**src/rtl/alu_pkg.sv**
```systemverilog
// Shared encodings for the multi-cycle ALU: control codes, funct/alu_op values, FSM states.
package alu_pkg;

    localparam logic [2:0] CTRL_AND = 3'b000;
    localparam logic [2:0] CTRL_OR  = 3'b001;
    localparam logic [2:0] CTRL_ADD = 3'b010;
    localparam logic [2:0] CTRL_MUL = 3'b011;
    localparam logic [2:0] CTRL_ILL = 3'b100;
    localparam logic [2:0] CTRL_SUB = 3'b110;
    localparam logic [2:0] CTRL_SLT = 3'b111;

    localparam logic [5:0] FN_AND  = 6'b100100;
    localparam logic [5:0] FN_OR   = 6'b100101;
    localparam logic [5:0] FN_ADD  = 6'b100000;
    localparam logic [5:0] FN_SUB  = 6'b100010;
    localparam logic [5:0] FN_SLT  = 6'b101010;
    localparam logic [5:0] FN_MULT = 6'b011000;

    localparam logic [1:0] ALUOP_ADD   = 2'b00;
    localparam logic [1:0] ALUOP_SUB   = 2'b01;
    localparam logic [1:0] ALUOP_RTYPE = 2'b10;
    localparam logic [1:0] ALUOP_ILL   = 2'b11;

    typedef enum logic [1:0] {
        ST_IDLE = 2'd0,
        ST_MUL  = 2'd1,
        ST_DONE = 2'd2
    } state_t;

endpackage

```
**src/rtl/alu_ctrl_dec.sv**
```systemverilog
// ALU-control decode: alu_op/funct to a 3-bit control code plus an illegal flag.
module alu_ctrl_dec
    import alu_pkg::*;
(
    input  logic [1:0] i_alu_op,
    input  logic [5:0] i_funct,
    output logic [2:0] o_ctrl,
    output logic       o_illegal
);

    always_comb begin
        o_ctrl = CTRL_ILL;
        case (i_alu_op)
            ALUOP_ADD: o_ctrl = CTRL_ADD;
            ALUOP_SUB: o_ctrl = CTRL_SUB;
            ALUOP_RTYPE: begin
                case (i_funct)
                    FN_AND:  o_ctrl = CTRL_AND;
                    FN_OR:   o_ctrl = CTRL_OR;
                    FN_ADD:  o_ctrl = CTRL_ADD;
                    FN_SUB:  o_ctrl = CTRL_SUB;
                    FN_SLT:  o_ctrl = CTRL_SLT;
                    FN_MULT: o_ctrl = CTRL_MUL;
                    default: o_ctrl = CTRL_ILL;
                endcase
            end
            default: o_ctrl = CTRL_ILL;
        endcase
    end

    assign o_illegal = (o_ctrl == CTRL_ILL);

endmodule

```
**src/rtl/mc_alu_unit.sv**
```systemverilog
// Multi-cycle ALU: single-cycle logic/arith ops and a WIDTH-iteration shift-add multiplier
// behind a start/busy/done handshake. Result outputs hold until the next done or reset.
module mc_alu_unit
    import alu_pkg::*;
#(
    parameter  int WIDTH = 32,
    localparam int CNT_W = $clog2(WIDTH + 1)
) (
    input  logic             clk,
    input  logic             reset,
    input  logic             start,
    input  logic [1:0]       alu_op,
    input  logic [5:0]       funct,
    input  logic [WIDTH-1:0] a,
    input  logic [WIDTH-1:0] b,
    output logic             busy,
    output logic             done,
    output logic [WIDTH-1:0] result,
    output logic [WIDTH-1:0] result_hi,
    output logic             zero,
    output logic             ovf,
    output logic             err,
    output logic [2:0]       aluctrl
);

    logic [2:0]       w_ctrl;
    logic             w_ill;
    logic [WIDTH-1:0] w_b_eff;
    logic [WIDTH-1:0] w_sum;
    logic [WIDTH-1:0] w_res;
    logic             w_ovf;
    logic [WIDTH-1:0] w_addend;
    logic [WIDTH:0]   w_psum;
    logic [WIDTH-1:0] w_acc_nxt;
    logic [WIDTH-1:0] w_mq_nxt;

    state_t           r_state;
    logic [CNT_W-1:0] r_cnt;
    logic [WIDTH-1:0] r_mcand;
    logic [WIDTH-1:0] r_mq;
    logic [WIDTH-1:0] r_acc;
    logic             r_busy;
    logic             r_done;
    logic [WIDTH-1:0] r_result;
    logic [WIDTH-1:0] r_result_hi;
    logic             r_zero;
    logic             r_ovf;
    logic             r_err;
    logic [2:0]       r_aluctrl;

    alu_ctrl_dec u_dec (
        .i_alu_op  (alu_op),
        .i_funct   (funct),
        .o_ctrl    (w_ctrl),
        .o_illegal (w_ill)
    );

    // Subtract shares the adder: a + ~b + 1, and overflow uses the inverted b sign.
    always_comb begin
        w_b_eff = (w_ctrl == CTRL_SUB) ? ~b : b;
        w_sum   = a + w_b_eff + {{(WIDTH-1){1'b0}}, (w_ctrl == CTRL_SUB)};
        w_res   = '0;
        w_ovf   = 1'b0;
        case (w_ctrl)
            CTRL_AND: w_res = a & b;
            CTRL_OR:  w_res = a | b;
            CTRL_ADD, CTRL_SUB: begin
                w_res = w_sum;
                w_ovf = (a[WIDTH-1] == w_b_eff[WIDTH-1]) && (w_sum[WIDTH-1] != a[WIDTH-1]);
            end
            CTRL_SLT: w_res = {{(WIDTH-1){1'b0}}, ($signed(a) < $signed(b))};
            default:  w_res = '0;
        endcase
    end

    // {acc, mq} shifts right each step; after WIDTH steps it holds the full product.
    assign w_addend  = r_mq[0] ? r_mcand : '0;
    assign w_psum    = {1'b0, r_acc} + {1'b0, w_addend};
    assign w_acc_nxt = w_psum[WIDTH:1];
    assign w_mq_nxt  = {w_psum[0], r_mq[WIDTH-1:1]};

    always_ff @(posedge clk) begin
        if (reset) begin
            r_state     <= ST_IDLE;
            r_cnt       <= '0;
            r_mcand     <= '0;
            r_mq        <= '0;
            r_acc       <= '0;
            r_busy      <= 1'b0;
            r_done      <= 1'b0;
            r_result    <= '0;
            r_result_hi <= '0;
            r_zero      <= 1'b0;
            r_ovf       <= 1'b0;
            r_err       <= 1'b0;
            r_aluctrl   <= '0;
        end else begin
            r_done <= 1'b0;
            case (r_state)
                ST_IDLE: begin
                    if (start) begin
                        if (w_ctrl == CTRL_MUL) begin
                            r_mcand <= a;
                            r_mq    <= b;
                            r_acc   <= '0;
                            r_cnt   <= '0;
                            r_busy  <= 1'b1;
                            r_state <= ST_MUL;
                        end else begin
                            r_result    <= w_res;
                            r_result_hi <= '0;
                            r_zero      <= (w_res == '0);
                            r_ovf       <= w_ovf;
                            r_err       <= w_ill;
                            r_aluctrl   <= w_ctrl;
                            r_done      <= 1'b1;
                            r_state     <= ST_DONE;
                        end
                    end
                end
                ST_MUL: begin
                    r_acc <= w_acc_nxt;
                    r_mq  <= w_mq_nxt;
                    r_cnt <= r_cnt + 1'b1;
                    if (r_cnt == CNT_W'(WIDTH - 1)) begin
                        r_result    <= w_mq_nxt;
                        r_result_hi <= w_acc_nxt;
                        r_zero      <= ({w_acc_nxt, w_mq_nxt} == '0);
                        r_ovf       <= 1'b0;
                        r_err       <= 1'b0;
                        r_aluctrl   <= CTRL_MUL;
                        r_done      <= 1'b1;
                        r_busy      <= 1'b0;
                        r_state     <= ST_DONE;
                    end
                end
                ST_DONE: r_state <= ST_IDLE;
                default: r_state <= ST_IDLE;
            endcase
        end
    end

    assign busy      = r_busy;
    assign done      = r_done;
    assign result    = r_result;
    assign result_hi = r_result_hi;
    assign zero      = r_zero;
    assign ovf       = r_ovf;
    assign err       = r_err;
    assign aluctrl   = r_aluctrl;

endmodule

```
**config.mk**
```make
export PLATFORM = sky130hd
export DESIGN_NAME = mc_alu_unit
export DESIGN_NICKNAME = d
export VERILOG_FILES = /design/src/rtl/alu_pkg.sv /design/src/rtl/alu_ctrl_dec.sv /design/src/rtl/mc_alu_unit.sv
export SDC_FILE = /design/constraint.sdc
export NUM_CORES = 1
export LEC_CHECK = 0
export CAP_MARGIN = 10
export CORE_ASPECT_RATIO = 0.8
export CORE_MARGIN = 8
export CORE_UTILIZATION = 41
export DETAILED_ROUTE_END_ITERATION = 10
export DONT_BUFFER_PORTS = 1
export RECOVER_POWER = 50
export SYNTH_ARGS = -nofsm -noshare
export SYNTH_HDL_FRONTEND = slang
export SYNTH_SLANG_ARGS = --single-unit
```
**constraint.sdc**
```tcl
create_clock -name clk -period 9 [get_ports clk]
set_input_delay 0.45 -clock clk [delete_from_list [all_inputs] [get_ports clk]]
set_output_delay 0.45 -clock clk [all_outputs]
set_load 0.01 [all_outputs]
```
# --- Yosys cells after proc, flatten, opt, wreduce, memory -nomap -nowiden ---
# Index checks and enable logic that the tools add are counted.
op_classes:
  n_addsub: 4
  order_cmp: 1
  eq_ne: 22
  mux: 49
  n_bitwise: 3
  n_reduce_logical: 13
op_table:
  columns: ["op", "n"]
  rows:
  - ["2-to-1 mux 32 bit", 12]
  - ["case mux 32 bit (2 select lines)", 4]
  - ["case mux 32 bit (4 select lines)", 1]
  - ["zero test 64 bit", 1]
  - ["adder 32 x 32 -> 33 bit", 1]
  - ["adder 32 x 1 -> 32 bit", 1]
  - ["adder 32 bit", 1]
  - ["AND 32 bit", 1]
  - ["zero test 32 bit", 1]
  - ["< comparator 32 bit", 1]
  - ["inverter 32 bit", 1]
  - ["bitwise OR 32 bit", 1]
  - ["== test 6 bit, second input constant", 5]
  - ["case mux 3 bit (6 select lines)", 1]
  - ["2-to-1 mux 1 bit", 14]
  - ["== test 6 x 5 -> 1 bit, second input constant", 2]
  - ["2-to-1 mux 6 bit", 2]
  - ["case mux 6 bit (2 select lines)", 1]
  - ["case mux 1 bit (2 select lines)", 5]
  - ["== test 3 bit, second input constant", 3]
  - ["2-to-1 mux 3 bit", 3]
  - ["case mux 3 bit (3 select lines)", 1]
  - ["inequality test 2 bit, second input constant", 4]
  - ["AND reduction 4 bit", 2]
  - ["other kinds (17)", 23]
totals:
  regBits: 176
  inputBits: 75
  output_inout_bits: 72

# --- Depth between registers and ports, before layout ---
# Gate-level depths: netlist of run 1.
depth:
  word_depth: 13
  depth_mapped: 19
  ltp_nobuf: 17

# --- By module ---
# A second synthesis of run 1 with hierarchy kept.
hier_totals:
  hier_cells: 1823
  hier_area_um2: 13631.8
by_module_without_submodules:
  columns: ["module", "instances", "cells_per_inst", "area_each_um2", "seq_area_each_um2"]
  rows:
  - ["mc_alu_unit", 1, 1803, 13494.2, 3523.4]
  - ["alu_ctrl_dec", 1, 20, 137.6, 0.0]

# --- Worst setup path before layout of run 1 ---
# Ideal clock, no wire load.
synth_timing:
  kind: "input -> register"
  startpoint: "input port funct[1]"
  endpoint: "register r_zero (netlist: zero)"
  setup_ps: 120
  arrival_ps: 4644
  t_required_ps: 8880
  slack_ps: 4237
  stages: 19
  n_path_buf: 3
  path_cell_list: "clkbuf_1 > nand4bb_1 > a21o_1 > a31oi_1 > clkbuf_1 > xnor2_1 > ha_1 > buf_6 > nand3_2 > or4_4 > a2111o_1 > o211ai_2 > o31ai_2 > o31ai_4 > mux2i_1 > and4bb_1 > nand4_1 > nor4_1 > a211o_1"
synth_between:
  elab_chain_len: 12
  elab_cells_between_ends: 25
  cone_classes: "2 x add/sub; 12 x eq/ne; 7 x mux; 4 x reduce/logical"
synth_rtl:
  columns: ["item", "line_no", "rtl"]
  rows:
  - ["start: declaration", "mc_alu_unit.sv:13", "input logic [5:0] funct,"]
  - ["== test 6 x 5 -> 1 bit / == test 6 bit (equally long branches)", "alu_ctrl_dec.sv:17", "case (i_funct)"]
  - ["case mux 3 bit (6 select lines) *", "alu_ctrl_dec.sv:17", null]
  - ["case mux 3 bit (3 select lines) *", "alu_ctrl_dec.sv:13", "case (i_alu_op)"]
  - ["== test 3 bit", "mc_alu_unit.sv:60, mc_alu_unit.sv:61, mc_alu_unit.sv:64", null]
  - ["2-to-1 mux 32 bit", "mc_alu_unit.sv:60", "w_b_eff = (w_ctrl == CTRL_SUB) ? ~b : b;"]
  - ["adder 32 bit", "mc_alu_unit.sv:61", "w_sum = a + w_b_eff + {{(WIDTH-1){1'b0}}, (w_ctrl == CTRL_SUB)};"]
  - ["adder 32 x 1 -> 32 bit", "mc_alu_unit.sv:61", null]
  - ["case mux 32 bit (4 select lines)", "mc_alu_unit.sv:64", "case (w_ctrl)"]
  - ["zero test 32 bit", "mc_alu_unit.sv:112", "r_zero <= (w_res == '0);"]
  - ["2-to-1 mux 1 bit", "mc_alu_unit.sv:102", "if (w_ctrl == CTRL_MUL) begin"]
  - ["2-to-1 mux 1 bit", "mc_alu_unit.sv:101", "if (start) begin"]
  - ["case mux 1 bit (2 select lines)", "mc_alu_unit.sv:99", "case (r_state)"]
  - ["end signal: assignment", "mc_alu_unit.sv:112", null]
  - ["end signal: assignment", "mc_alu_unit.sv:128", "r_zero <= ({w_acc_nxt, w_mq_nxt} == '0);"]
  - ["end: declaration", "mc_alu_unit.sv:46", "logic r_zero;"]
# Every way passes the cells marked *; elsewhere a longest branch is shown, timed or not. The select of a mux whose other input is x is not followed.
# A chain may end at the register's enable or synchronous reset.

# --- Worst setup path in the final report of run 1 ---
layout_timing:
  startpoint: "register r_state[1]"
  endpoint: "register r_result[11] (netlist: result[11])"
layout_between:
  elab_chain_len: 3
  elab_cells_between_ends: 8
  cone_classes: "4 x eq/ne; 1 x mux; 3 x reduce/logical"
layout_rtl:
  columns: ["item", "line_no", "rtl"]
  rows:
  - ["start: declaration", "mc_alu_unit.sv:37", "state_t r_state;"]
  - ["start signal: assignment", "mc_alu_unit.sv:84", "r_state <= ST_IDLE;"]
  - ["start signal: assignment", "mc_alu_unit.sv:108", "r_state <= ST_MUL;"]
  - ["start signal: assignment", "mc_alu_unit.sv:117", "r_state <= ST_DONE;"]
  - ["== test 2 x 1 -> 1 bit / zero test 2 bit (equally long branches)", "mc_alu_unit.sv:99", null]
  - ["inequality test 2 bit (no line) / nonzero test 2 bit (equally long branches)", null, null]
  - ["AND reduction 4 bit (no line)", null, null]
  - ["end signal: assignment", "mc_alu_unit.sv:110", "r_result <= w_res;"]
  - ["end signal: assignment", "mc_alu_unit.sv:126", "r_result <= w_mq_nxt;"]
  - ["end: declaration", "mc_alu_unit.sv:44", "logic [WIDTH-1:0] r_result;"]
# Several ways; a longest one is shown, not always the timed one.

==> out/qor.tcl, run 1 <==
set qor(run_status) {complete, but fails checks}
set qor(failed_checks) {max-capacitance violations, max-slew violations}
set qor(signed_area_change_from_the_synthesized_netlist_to_the_final_layout_pct) 5.76
set qor(first_pass_grt_wire_length_mm) 73.1
set qor(cell_family_with_the_largest_share_of_critical_path_delay) {buffers and inverters}
set qor(grt_setup_unrepaired) {false}
set qor(yosys.area_share.adder) 0.155
set qor(ctsResizeCount) 0
set qor(drt_first_pass_iters) 5
set qor(number_of_warnings_reported_in_the_yosys_synthesis_log) 0
set qor(largest_family_of_logic_cells_by_synthesized_area) {compound AO/OA/AOI/OAI gates}
set qor(vdd_drop_max_mv) 0.118
set qor(worstPathMaxFanout) 80
set qor(timing.critical_path.buf_inv) 2
set qor(cts_tree) {yes}
set qor(clock-root-buffer) {sky130_fd_sc_hd__clkbuf_16}
set qor(muxShareOfSynthArea) 0.0104
set qor(via_per_inst) 5.94
set qor(post-cts-setup-buffers) 0
set qor(dieHeight_um) 179
set qor(dr.first_iter.drc_count) 1237
set qor(fin_max_slew_vios) 130
set qor(cts_max_level) 4
set qor(worstSetupStartpoint) {r_state[1]$_SDFFE_PP0P_}
set qor(core-area_mm2) 0.0326
set qor(global_route.usage.total) 0.241
set qor(dr_total_vias) 12900
set qor(total_of_hold_buffers_inserted_after_clock_tree_synthesis) 0
set qor(cell_row_count) 59
set qor(drc_errors) 0
set qor(routedWlPerCell_um) 22.2
set qor(period_needed_ns) 5.27
set qor(synth_flop_cell) {sky130_fd_sc_hd__dfxtp_1}
set qor(power_per_unit_of_standard_cell_area_mw_per_mm2) 136
set qor(clk-insertion-delay-late_ns) 0.46
set qor(die_w_um) 220
set qor(netlist-cell-type-count) 82
set qor(num_cts_buffers) 17
set qor(hold_viol_final) 0
set qor(setup.worst_path.class) {reg -> reg}
set qor(synth_fp_nets) 2056
set qor(layout-drive-gt1-share) 0.0388
set qor(clock_transition_at_the_registers_of_the_reported_paths_ns) 0.07
set qor(top_level_ports) 147
set qor(worstReg2RegStart) {r_state[1]$_SDFFE_PP0P_}
set qor(syn_inst) 1813
set qor(syn_avg_cell_area_um2) 7.52
set qor(crit_end_category) {flip-flop}
set qor(cp-start-kind) {flip-flop}
set qor(critical-path-slowest-cell) {sky130_fd_sc_hd__clkbuf_1}
set qor(syn-cell-area_mm2) 0.0136
set qor(place_hpwl_mm) 36.7
set qor(dieArea_mm2) 0.0394
set qor(synth-seq-cells) 176
set qor(setup-tns-final_ns) 0
set qor(compound_gate_portion_of_the_synthesized_area) 0.242
set qor(num-nets-final) 1984
set qor(tritoncts_num_sinks) 176
set qor(vias_in_the_first_global_route) 12000
set qor(final_antenna_net_count) 0
set qor(largest_net_degree_at_the_start_of_global_routing) 177
set qor(synthArstFlopShare) 0
set qor(grt_remaining_overflow) 0
set qor(final_min_period_over_clock_period) 0.586
set qor(drv.max_cap_violation_count) 3
set qor(power_leakage_uw) 0.00587
set qor(synth_sequential_area_ratio) 0.258
set qor(globalplace.congestion) 0.975
set qor(timing_worst_slew_pin_value_ns) 3.09
set qor(synth_xor_area_frac) 0.0591
set qor(synthSimpleGateAreaFrac) 0.217
set qor(start_point_of_the_worst_hold_path) {reset}
set qor(setup-violations-final) 0
set qor(worst_clock_skew_ns) 0.0153
set qor(clock.fmax_mhz) 190
set qor(critical_path.max_stage_delay_ns) 2.18
set qor(cts_max_path_bufs) 2
set qor(hold_worst_slack_ns) 0.0765
set qor(antenna_found_initial) 0
set qor(timing.critical_path.arrival_ns) 5.62
set qor(port-buffer-count) 0
set qor(insertedDiodeCount) 0
set qor(timing.hold.worst.class) {in -> reg}
set qor(timing.max_slew.rel_slack) -1.06
set qor(initial_core_utilization) 0.418
set qor(totalWireLength_mm) 48.3
set qor(data_required_time_at_the_worst_endpoint_ns) 9.34
set qor(cp_cell_sequence) {nand2b_2 > clkbuf_1 > nor2_1 > a31oi_4 > buf_4 > a21oi_1 > a21oi_1 > nor2_1}
set qor(synth_edf_count) 0
worst paths after layout:
kind,to,slack (ns),depth (start not counted)
min,aluctrl[0]$_SDFFE_PP0P_,0.08,1
min reg2reg,r_mcand[2]$_SDFFE_PP0P_,0.45,2
max reg2reg,result[11]$_SDFFE_PP0P_,3.73,8
max,result[11]$_SDFFE_PP0P_,3.73,8
cells in the mapped netlist, drive strengths merged, types with 8 or more instances:
cell / n / area, um^2
a21oi: 199 / 996
nand2b: 8 / 52.6
nand2: 279 / 1050
a22oi: 15 / 113
o21a: 9 / 67.6
o21ai: 79 / 395
nand4: 26 / 163
o21bai: 14 / 105
and2: 40 / 250
clkbuf: 91 / 342
a21o: 30 / 225
mux2i: 13 / 130
o211ai: 20 / 155
nor2: 184 / 691
xnor2: 74 / 648
ha: 166 / 2080
nor2b: 8 / 50.1
a311oi: 37 / 324
a211oi: 14 / 105
nor3: 24 / 120
xor2: 18 / 158
nor4: 23 / 150
inv: 98 / 368
a31oi: 20 / 131
nand3: 22 / 128
a221oi: 12 / 105
buf: 13 / 76.3
dfxtp: 176 / 3520
cell usage in the layout (no fill, tap or decap), drive strengths merged, types with 7 or more instances in the layout:
| master | Yosys | routed |
|---|---|---|
| nand4 | 26 | 26 |
| nor3 | 24 | 24 |
| a21o | 30 | 30 |
| a21oi | 199 | 199 |
| mux2i | 13 | 13 |
| nand3 | 22 | 22 |
| nor2 | 184 | 184 |
| a311oi | 37 | 37 |
| a211oi | 14 | 14 |
| inv | 98 | 101 |
| xnor2 | 74 | 74 |
| o21a | 9 | 9 |
| a221oi | 12 | 12 |
| o21bai | 14 | 14 |
| o211ai | 20 | 20 |
| a31oi | 20 | 20 |
| a211o | 7 | 7 |
| and2 | 40 | 40 |
| nand2 | 279 | 279 |
| xor2 | 18 | 18 |
| o21ai | 79 | 79 |
| nor2b | 8 | 8 |
| nand2b | 8 | 8 |
| clkbuf | 91 | 23 |
| dfxtp | 176 | 176 |
| buf | 13 | 9 |
| ha | 166 | 166 |
| a22oi | 15 | 15 |
| nor4 | 23 | 23 |
report_power, final:
group | internal (uW) | switching (uW)
clock | 367 | 340
sequential | 793 | 20.1
combinational | 172 | 272
sequential cells by signal, indices dropped and copies added (netlist names):
signal     cells
r_cnt          6
done           1
r_state        2
result        32
r_mcand       32
ovf            1
err            1
zero           1
r_mq          32
r_acc         32
result_hi     32
aluctrl        3
busy           1
layer usage:
metal / GRT usage / vias up / routed length [um]
met1: 0.330 / 6166 / 22100
met5: 0 / - / 0
met3: 0.0688 / 70 / 4590
li1: - / 6251 / -
met2: 0.359 / 459 / 20400
met4: 0.0811 / 0 / 1240
layout make-up:
cell class                      instances  area [um^2]
Clock inverter                         10         82.6
Tap cell                              427          534
Clock buffer                           19          453
Fill cell                            3362        18200
Timing Repair Buffer                   13         82.6
Inverter                               98          368
Sequential cell                       176         3520
Multi-Input combinational cell       1435         9380
metrics by stage:
| step | setup WS (ns) | instances | total power [uW] | util | area, um^2 |
|---|---|---|---|---|---|
| after global routing | 3.47 | 2178 | 2050 | 0.442 | 14400 |
| after CTS | 4.26 | 2178 | 1970 | 0.443 | 14400 |
| after floorplan | 4.24 | 1813 | 1160 | - | 13600 |
| after detailed placement | 3.80 | 2149 | 1260 | 0.426 | 13900 |
| after global placement | 3.90 | 2149 | 1270 | 0.426 | 13900 |
| final | 3.73 | 2178 | 1960 | 0.442 | 14400 |
cell families (layout without fill, tap and decap cells):
logic type	count (synthesis)	in the layout
xor gates and xnor gates	92	92
adders and majority gates	168	168
and+or+nand+nor	652	652
buffers and inverters	202	140
muxes	14	14
AOI/OAI and AO/OA	509	509
DFF	176	176
Note: power is estimated with default switching activity, not from simulation.
==> inputs of run 2 (changes only) <==
==> constraint.sdc (replaced) <==
create_clock -name clk -period 4.3 [get_ports clk]
set_input_delay 0.215 -clock clk [delete_from_list [all_inputs] [get_ports clk]]
set_output_delay 0.215 -clock clk [all_outputs]
set_load 0.01 [all_outputs]
==> run 2 against run 1 <==
The flow still finishes with violations (max-capacitance violations, max-slew violations). Sequential power up 110%. Clock power up 130%. Critical path depth up 8. Utilization up 4.1 points. Worst setup slack worse by 3.5 ns. First-iteration DRC count down 11%. Die area unchanged. Clock-buffer cell count up 2. Hold slack worse by 0.036 ns. Critical endpoint is now zero$_SDFFE_PP0P_. Global-route usage up 0.93 points. Fmax up 28%. Final cell count up 6.6%.
==> out/qor.tcl, run 2 (synthesis results as in run 1) <==
set qor(layout-drive-gt1-share) 0.0781 ;# +0.0393
set qor(cts_max_level) 4 ;# unchanged
set qor(path_common_cell) {sky130_fd_sc_hd__nor4_2}
set qor(stdcell_area_mm2) 0.0158 ;# +9.3%
set qor(data_required_time_at_the_worst_endpoint_ns) 4.70 ;# -4.64 ns
set qor(totalWireLength_mm) 50.1 ;# +3.7%
set qor(cp_cell_sequence) {and2_1 > ha_1 > fa_1 > nor4_2 > buf_4 > nand4_1 > nor4_2 > nand4_1 > nor4_2 > nand4_1 > nor4b_1 > buf_4 > nand4b_1 > nor4_2 > buf_4 > a211o_1}
set qor(setup-violations-final) 0 ;# unchanged
set qor(first_pass_grt_wire_length_mm) 76.3 ;# +4.4%
set qor(dr_total_vias) 13600 ;# +4.7%
set qor(vdd_drop_max_mv) 0.317 ;# +170%
set qor(tritoncts_num_sinks) 176 ;# unchanged
set qor(failed_checks) {max-capacitance violations, max-slew violations}
set qor(num-nets-final) 2125 ;# +7.1%
set qor(port-buffer-count) 0 ;# unchanged
set qor(global_route.usage.total) 0.251 ;# +0.00933
set qor(final_min_period_over_clock_period) 0.955 ;# +0.370
set qor(worst_clock_skew_ns) 0.00981 ;# -0.00550 ns
set qor(fin_max_slew_vios) 116 ;# -11%
set qor(power_per_unit_of_standard_cell_area_mw_per_mm2) 282 ;# +110%
set qor(initial_core_utilization) 0.418 ;# unchanged
set qor(drt_first_pass_iters) 8 ;# +3
set qor(clock_transition_at_the_registers_of_the_reported_paths_ns) 0.07 ;# about the same
set qor(grt_remaining_overflow) 0 ;# unchanged
set qor(hold_viol_final) 0 ;# unchanged
set qor(drc_errors) 0 ;# unchanged
set qor(clock-root-buffer) {sky130_fd_sc_hd__clkbuf_16}
set qor(clk-insertion-delay-late_ns) 0.46 ;# about the same
set qor(setup-tns-final_ns) 0 ;# unchanged
set qor(dieArea_mm2) 0.0394 ;# unchanged
set qor(signed_area_change_from_the_synthesized_netlist_to_the_final_layout_pct) 15.6
set qor(globalplace.congestion) 0.974 ;# about the same
set qor(commonest_non_fill_non_tap_cell_in_the_layout) {sky130_fd_sc_hd__nand2_1}
set qor(cts_tree) {yes}
set qor(place_hpwl_mm) 38.1 ;# +3.8%
set qor(antenna_found_initial) 1 ;# +1
set qor(timing.max_slew.rel_slack) -0.186 ;# +0.871
set qor(final_antenna_net_count) 0 ;# unchanged
set qor(vias_in_the_first_global_route) 12700 ;# +5.4%
set qor(top_level_ports) 147 ;# unchanged
set qor(dr.first_iter.drc_count) 1106 ;# -11%
set qor(via_per_inst) 5.84 ;# -1.7%
set qor(period_needed_ns) 4.11 ;# -1.16 ns
set qor(timing.critical_path.arrival_ns) 4.51 ;# -1.11 ns
set qor(worstPathMaxFanout) 4 ;# -95%
set qor(insertedDiodeCount) 0 ;# unchanged
set qor(core-area_mm2) 0.0326 ;# unchanged
set qor(post-cts-setup-buffers) 0 ;# unchanged
set qor(drv.max_cap_violation_count) 2 ;# -1
set qor(timing.hold.worst.class) {in -> reg}
set qor(worstReg2RegStart) {r_mq[0]$_SDFFE_PP0P_}
set qor(dieHeight_um) 179 ;# unchanged
set qor(postLayoutCoreUtil) 0.483 ;# +0.0413
set qor(cts_max_path_bufs) 2 ;# unchanged
set qor(cell_row_count) 59 ;# unchanged
set qor(crit_end_category) {flip-flop}
set qor(clock.fmax_mhz) 243 ;# +28%
set qor(num_cts_buffers) 17 ;# unchanged
set qor(most_used_cells_in_the_layout_excluding_fill_and_tap_cells) {sky130_fd_sc_hd__nand2_1 (279), sky130_fd_sc_hd__a21oi_1 (199), sky130_fd_sc_hd__nor2_1 (183), sky130_fd_sc_hd__dfxtp_1 (176), sky130_fd_sc_hd__ha_1 (166)}
set qor(critical_path.max_stage_delay_ns) 0.53 ;# -1.65 ns
set qor(routedWlPerCell_um) 21.6 ;# -2.7%
set qor(timing_worst_slew_pin_value_ns) 1.78 ;# -1.31 ns
set qor(cp-start-kind) {flip-flop}
set qor(power_leakage_uw) 0.00655 ;# +12%
set qor(setup.worst_path.class) {reg -> reg}
set qor(critical-path-slowest-cell) {sky130_fd_sc_hd__fa_1}
set qor(start_point_of_the_worst_hold_path) {start}
set qor(fillers) 3289 ;# -2.2%
set qor(largest_net_degree_at_the_start_of_global_routing) 175 ;# -1.1%
set qor(placed_area_mm2) 0.0145 ;# +4.2%
set qor(worstSetupStartpoint) {r_mq[0]$_SDFFE_PP0P_}
set qor(die_w_um) 220 ;# unchanged
set qor(run_status) {complete, but fails checks}
## run 2: worst max-delay path: cells and delay by family, from the launching register on
family	cells	cell delay (ns)
AOI/OAI and AO/OA	1	0.08
buffers and inverters	3	0.50
adders and majority gates	2	0.74
DFF	1	0.33
and+or+nand+nor	10	2.40
## run 2: path summary, 6_finish.rpt
check	endpoint	slack [ns]	cells after the start
max	zero$_SDFFE_PP0P_	0.19	16
min	r_state[1]$_SDFFE_PP0P_	0.04	2
max reg2reg	zero$_SDFFE_PP0P_	0.19	16
min reg2reg	r_mcand[11]$_SDFFE_PP0P_	0.45	2
## run 2: stage by stage
step                      cells  setup slack, ns  hold WS (ns)  power (uW)
after global placement     2224           -0.128         0.310        2770
after detailed placement   2224           -0.103         0.311        2770
after floorplan            1813           0.0979         0.311        2440
final                      2321            0.193        0.0405        4450
after CTS                  2321            0.109        0.0210        4470
after global routing       2321          -0.0251        0.0375        4660
## run 2: what timing repair did
| action | in CTS | in global routing |
|---|---|---|
| gates resized for setup | 3 | 5 |
| endpoints found under the setup margin | 1 | 1 |
| hold buffers | 66 | 0 |
| hold endpoints to repair | 174 | 0 |
## run 2: power breakdown
part	switching, uW	internal, uW
clock	703	907
combinational	646	496
sequential	42.8	1660
## run 2: final cells by class
| type | instances | area, um^2 | area share |
|---|---|---|---|
| Multi-Input combinational cell | 1435 | 9410 | 0.597 |
| Sequential cell | 176 | 3520 | 0.223 |
| Timing Repair Buffer | 154 | 1340 | 0.0849 |
| Tap cell | 427 | 534 | 0.0339 |
| Clock buffer | 21 | 470 | 0.0298 |
| Inverter | 98 | 368 | 0.0233 |
| Clock inverter | 10 | 128 | 0.00809 |
## run 2: routing by layer
metal	track usage	share of wire	vias to the layer above
met5	0	0	-
met4	0.0656	0.021	0
met3	0.0582	0.085	58
met2	0.385	0.43	479
met1	0.348	0.46	6489
li1	-	-	6530
==> inputs of run 3 (changes only) <==
--- a/config.mk
+++ b/config.mk
@@ -5,6 +5,7 @@
 export SDC_FILE = /design/constraint.sdc
 export NUM_CORES = 1
 export LEC_CHECK = 0
+export ABC_AREA = 1
 export CAP_MARGIN = 10
 export CORE_ASPECT_RATIO = 0.8
 export CORE_MARGIN = 8
==> run 3 against run 2 <==
The flow still finishes with violations (max-capacitance violations, max-slew violations). Sequential cell count is the same. Routed wire length shrank 0.87%. Sequential power grew 7%. Non-clock buffer count shrank 110. Critical endpoint unchanged. Highest routed layer is now met5.
==> out/qor.tcl, run 3 <==
set qor(run_status) {complete, but fails checks}
set qor(failed_checks) {max-capacitance violations, max-slew violations}
set qor(clock-root-buffer) {sky130_fd_sc_hd__clkbuf_16}
set qor(totalWireLength_mm) 49.6 ;# -0.87%
set qor(p_clk_frac) 0.356 ;# -0.005
set qor(synth-seq-cells) 176 ;# unchanged
set qor(grt_setup_unrepaired) {false}
set qor(first_pass_grt_wire_length_mm) 75.8 ;# -0.77%
set qor(port-buffer-count) 0 ;# unchanged
set qor(multi_input_comb_area_mm2) 0.00880 ;# -6.5%
set qor(timing.max_slew.rel_slack) -0.389 ;# -0.203
set qor(setup-violations-final) 0 ;# unchanged
set qor(drv.max_cap_violation_count) 1 ;# -1
set qor(syn-cell-area_mm2) 0.0137 ;# +0.25%
set qor(insertedDiodeCount) 0 ;# unchanged
set qor(num-nets-final) 2287 ;# +7.6%
set qor(final-seq-area_mm2) 0.00352 ;# unchanged
set qor(clk-insertion-delay-late_ns) 0.45 ;# about the same
set qor(most_used_cells_in_the_layout_excluding_fill_and_tap_cells) {sky130_fd_sc_hd__nand2_1 (406), sky130_fd_sc_hd__inv_1 (270), sky130_fd_sc_hd__a21oi_1 (226), sky130_fd_sc_hd__o21ai_0 (216), sky130_fd_sc_hd__nor2_1 (179)}
set qor(timing_worst_slew_pin_value_ns) 2.08 ;# +0.305 ns
set qor(compound_gate_portion_of_the_synthesized_area) 0.204 ;# -0.0388
set qor(number_of_warnings_reported_in_the_yosys_synthesis_log) 0 ;# unchanged
set qor(vdd_drop_max_mv) 0.186 ;# -41%
set qor(muxShareOfSynthArea) 0 ;# -0.0104
set qor(worst_clock_skew_ns) 0.0110 ;# +0.00116 ns
set qor(vias_in_the_first_global_route) 12800 ;# +1.3%
set qor(post-cts-setup-buffers) 0 ;# unchanged
set qor(final_min_period_over_clock_period) 0.872 ;# -0.0829
set qor(ys_top_cells_by_count) {sky130_fd_sc_hd__nand2_1 (407), sky130_fd_sc_hd__inv_1 (272), sky130_fd_sc_hd__a21oi_1 (226)}
set qor(fin_max_slew_vios) 103 ;# -11%
set qor(worstSetupStartpoint) {funct[5]}
set qor(dr_total_vias) 13700 ;# +0.98%
set qor(drc_errors) 0 ;# unchanged
set qor(yosys-top-cells-area) {sky130_fd_sc_hd__dfxtp_1 (26%), sky130_fd_sc_hd__ha_1 (15%), sky130_fd_sc_hd__nand2_1 (11%)}
set qor(setup-tns-final_ns) 0 ;# unchanged
set qor(crit_end_category) {flip-flop}
set qor(timing.hold.worst.class) {in -> reg}
set qor(setup.worst_path.class) {in -> reg}
set qor(synthArstFlopShare) 0 ;# unchanged
set qor(synth_edf_count) 0 ;# unchanged
set qor(routedWlPerCell_um) 20.0 ;# -7.4%
set qor(power.internal_uw) 3030 ;# -1.1%
set qor(worstPathMaxFanout) 30 ;# +26
set qor(dr.first_iter.drc_count) 1175 ;# +6.2%
set qor(final_antenna_net_count) 0 ;# unchanged
set qor(largest_net_degree_at_the_start_of_global_routing) 104 ;# -41%
set qor(power_frac_seq) 0.389 ;# +0.007
set qor(switchingPower_uw) 1650 ;# +18%
set qor(die_w_um) 220 ;# +0.12%
set qor(netlist-cell-type-count) 46 ;# -44%
set qor(synth_xor_area_frac) 0.0410 ;# -0.0181
set qor(synthSimpleGateAreaFrac) 0.244 ;# +0.0275
set qor(signed_area_change_from_the_synthesized_netlist_to_the_final_layout_pct) 9.42
set qor(num_cts_buffers) 17 ;# unchanged
set qor(timing.critical_path.arrival_ns) 4.13 ;# -0.38 ns
set qor(fillers) 3402 ;# +3.4%
set qor(cell_row_count) 59 ;# unchanged
set qor(antenna_found_initial) 2 ;# +1
set qor(dieArea_mm2) 0.0395 ;# +0.23%
set qor(cp-start-kind) {input pin}
set qor(syn_avg_cell_area_um2) 6.64 ;# -12%
set qor(hold_worst_slack_ns) 0.00832 ;# -0.0322 ns
set qor(synth_flop_cell) {sky130_fd_sc_hd__dfxtp_1}
set qor(worstReg2RegStart) {r_mq[0]$_SDFFE_PP0P_}
set qor(cts_max_path_bufs) 2 ;# unchanged
set qor(yosysTopAreaCellShare) 0.258 ;# -0.000638
set qor(synth_sequential_area_ratio) 0.258 ;# -0.000638
set qor(layout-drive-gt1-share) 0.0481 ;# -0.0300
set qor(power.share.switching) 0.352 ;# +0.0400
set qor(dieHeight_um) 179 ;# +0.11%
set qor(clock_transition_at_the_registers_of_the_reported_paths_ns) 0.07 ;# about the same
set qor(synth_area_leader_cell) {sky130_fd_sc_hd__dfxtp_1}
set qor(core-area_mm2) 0.0327 ;# +0.23%
set qor(globalplace.congestion) 1.01 ;# +3.2%
set qor(synth_most_common_cell) {sky130_fd_sc_hd__nand2_1}
set qor(synth_fp_nets) 2301 ;# +12%
set qor(grt_remaining_overflow) 0 ;# unchanged
set qor(share_comb_of_total_power) 0.255 ;# about the same
set qor(largest_family_of_logic_cells_by_synthesized_area) {simple AND/OR/NAND/NOR gates}
set qor(drt_first_pass_iters) 5 ;# -3
set qor(global_route.usage.total) 0.250 ;# -0.000428
set qor(cts_max_level) 4 ;# unchanged
set qor(cts_tree) {yes}
set qor(period_needed_ns) 3.75 ;# -0.357 ns
set qor(power_per_unit_of_standard_cell_area_mw_per_mm2) 313 ;# +11%
set qor(power_leakage_uw) 0.00707 ;# +7.9%
set qor(start_point_of_the_worst_hold_path) {a[0]}
set qor(hold_viol_final) 0 ;# unchanged
set qor(via_per_inst) 5.51 ;# -5.6%
set qor(data_required_time_at_the_worst_endpoint_ns) 4.68 ;# -0.02 ns
set qor(place_hpwl_mm) 38.3 ;# +0.43%
set qor(commonest_non_fill_non_tap_cell_in_the_layout) {sky130_fd_sc_hd__nand2_1}
set qor(yosys.area_share.adder) 0.155 ;# -0.000384
set qor(initial_core_utilization) 0.418 ;# about the same
set qor(tritoncts_num_sinks) 176 ;# unchanged
set qor(clock.fmax_mhz) 267 ;# +9.5%
set qor(syn_inst) 2058 ;# +14%
set qor(top_level_ports) 147 ;# unchanged
-- run 3: metrics by stage --
step           utilization  area [um^2]  total power, uW  std cells  setup WS, ns
6_report             0.457        15000             4680       2484         0.550
4_1_cts              0.458        15000             4680       2484         0.719
5_1_grt              0.457        15000             4900       2484         0.247
3_5_place_dp         0.431        14100             2980       2424         0.276
3_3_place_gp         0.431        14100             2970       2424         0.323
2_1_floorplan            -        13700             2620       2058         0.664
-- run 3: kinds of logic after synthesis --
| logic type | Yosys count |
|---|---|
| simple gates | 778 |
| buf+inv | 351 |
| fa+ha+maj | 168 |
| flops | 176 |
| xor+xnor | 64 |
| compound gates | 521 |
-- run 3: repair_timing --
| item | CTS | global route |
|---|---|---|
| hold endpoints to repair | 73 | 0 |
| gates resized for setup | 0 | 0 |
| endpoints found under the setup margin | 0 | 0 |
| hold buffers | 28 | 0 |
-- run 3: cell type report --
cell class / instances / share of cell area
clock buffer: 18 / 0.0287
clock inverter: 14 / 0.0120
inverter: 274 / 0.0688
multi-input combinational: 1531 / 0.588
sequential: 176 / 0.236
tap: 427 / 0.0357
timing repair buffer: 44 / 0.0309
-- run 3: metal layers --
layer / track usage / part of all wire
met1: 0.334 / 0.45
met2: 0.375 / 0.42
met3: 0.0781 / 0.095
met4: 0.0905 / 0.032
met5: 0 / 0.00054
-- run 3: critical path: stages --
cell,delay [ns]
sky130_fd_sc_hd__inv_1,0.04
sky130_fd_sc_hd__nor2_4,0.13
sky130_fd_sc_hd__nand2_1,0.07
sky130_fd_sc_hd__nand2_1,0.06
sky130_fd_sc_hd__nand2_1,0.06
sky130_fd_sc_hd__nand3_1,0.07
sky130_fd_sc_hd__nand2_1,0.08
sky130_fd_sc_hd__nand2_2,0.12
sky130_fd_sc_hd__nand2_2,0.06
sky130_fd_sc_hd__nand2_1,0.14
sky130_fd_sc_hd__buf_12,0.24
sky130_fd_sc_hd__xor2_1,0.23
sky130_fd_sc_hd__ha_1,0.29
sky130_fd_sc_hd__a21oi_1,0.38
sky130_fd_sc_hd__o21ai_0,0.27
sky130_fd_sc_hd__a21oi_1,0.19
sky130_fd_sc_hd__nand3_1,0.19
sky130_fd_sc_hd__nor2_1,0.14
sky130_fd_sc_hd__nor2_1,0.09
sky130_fd_sc_hd__nor2_1,0.11
sky130_fd_sc_hd__nand2_1,0.06
sky130_fd_sc_hd__nor2_1,0.13
sky130_fd_sc_hd__nand4_1,0.15
sky130_fd_sc_hd__nor2_1,0.15
sky130_fd_sc_hd__nand4_1,0.10
sky130_fd_sc_hd__nor2_1,0.11
sky130_fd_sc_hd__nand3_1,0.07
sky130_fd_sc_hd__a21oi_1,0.12
-- run 3: power by group through the flow --
stage	Clock (uW)	Combinational (uW)	Sequential, uW
after global placement	0	1120	1860
after detailed placement	0	1120	1860
after global routing	1750	1320	1830
after floorplan	0	802	1820
after CTS	1700	1170	1820
final	1670	1190	1820
-- run 3: worst paths after layout --
kind	to	slack, ns	depth (start not counted)
worst min-delay path	r_mcand[0]$_SDFFE_PP0P_	0.008	2
worst max register to register	zero$_SDFFE_PP0P_	0.67	17
worst max-delay path	zero$_SDFFE_PP0P_	0.55	28
worst min register to register	r_mq[20]$_SDFFE_PP0P_	0.47	2
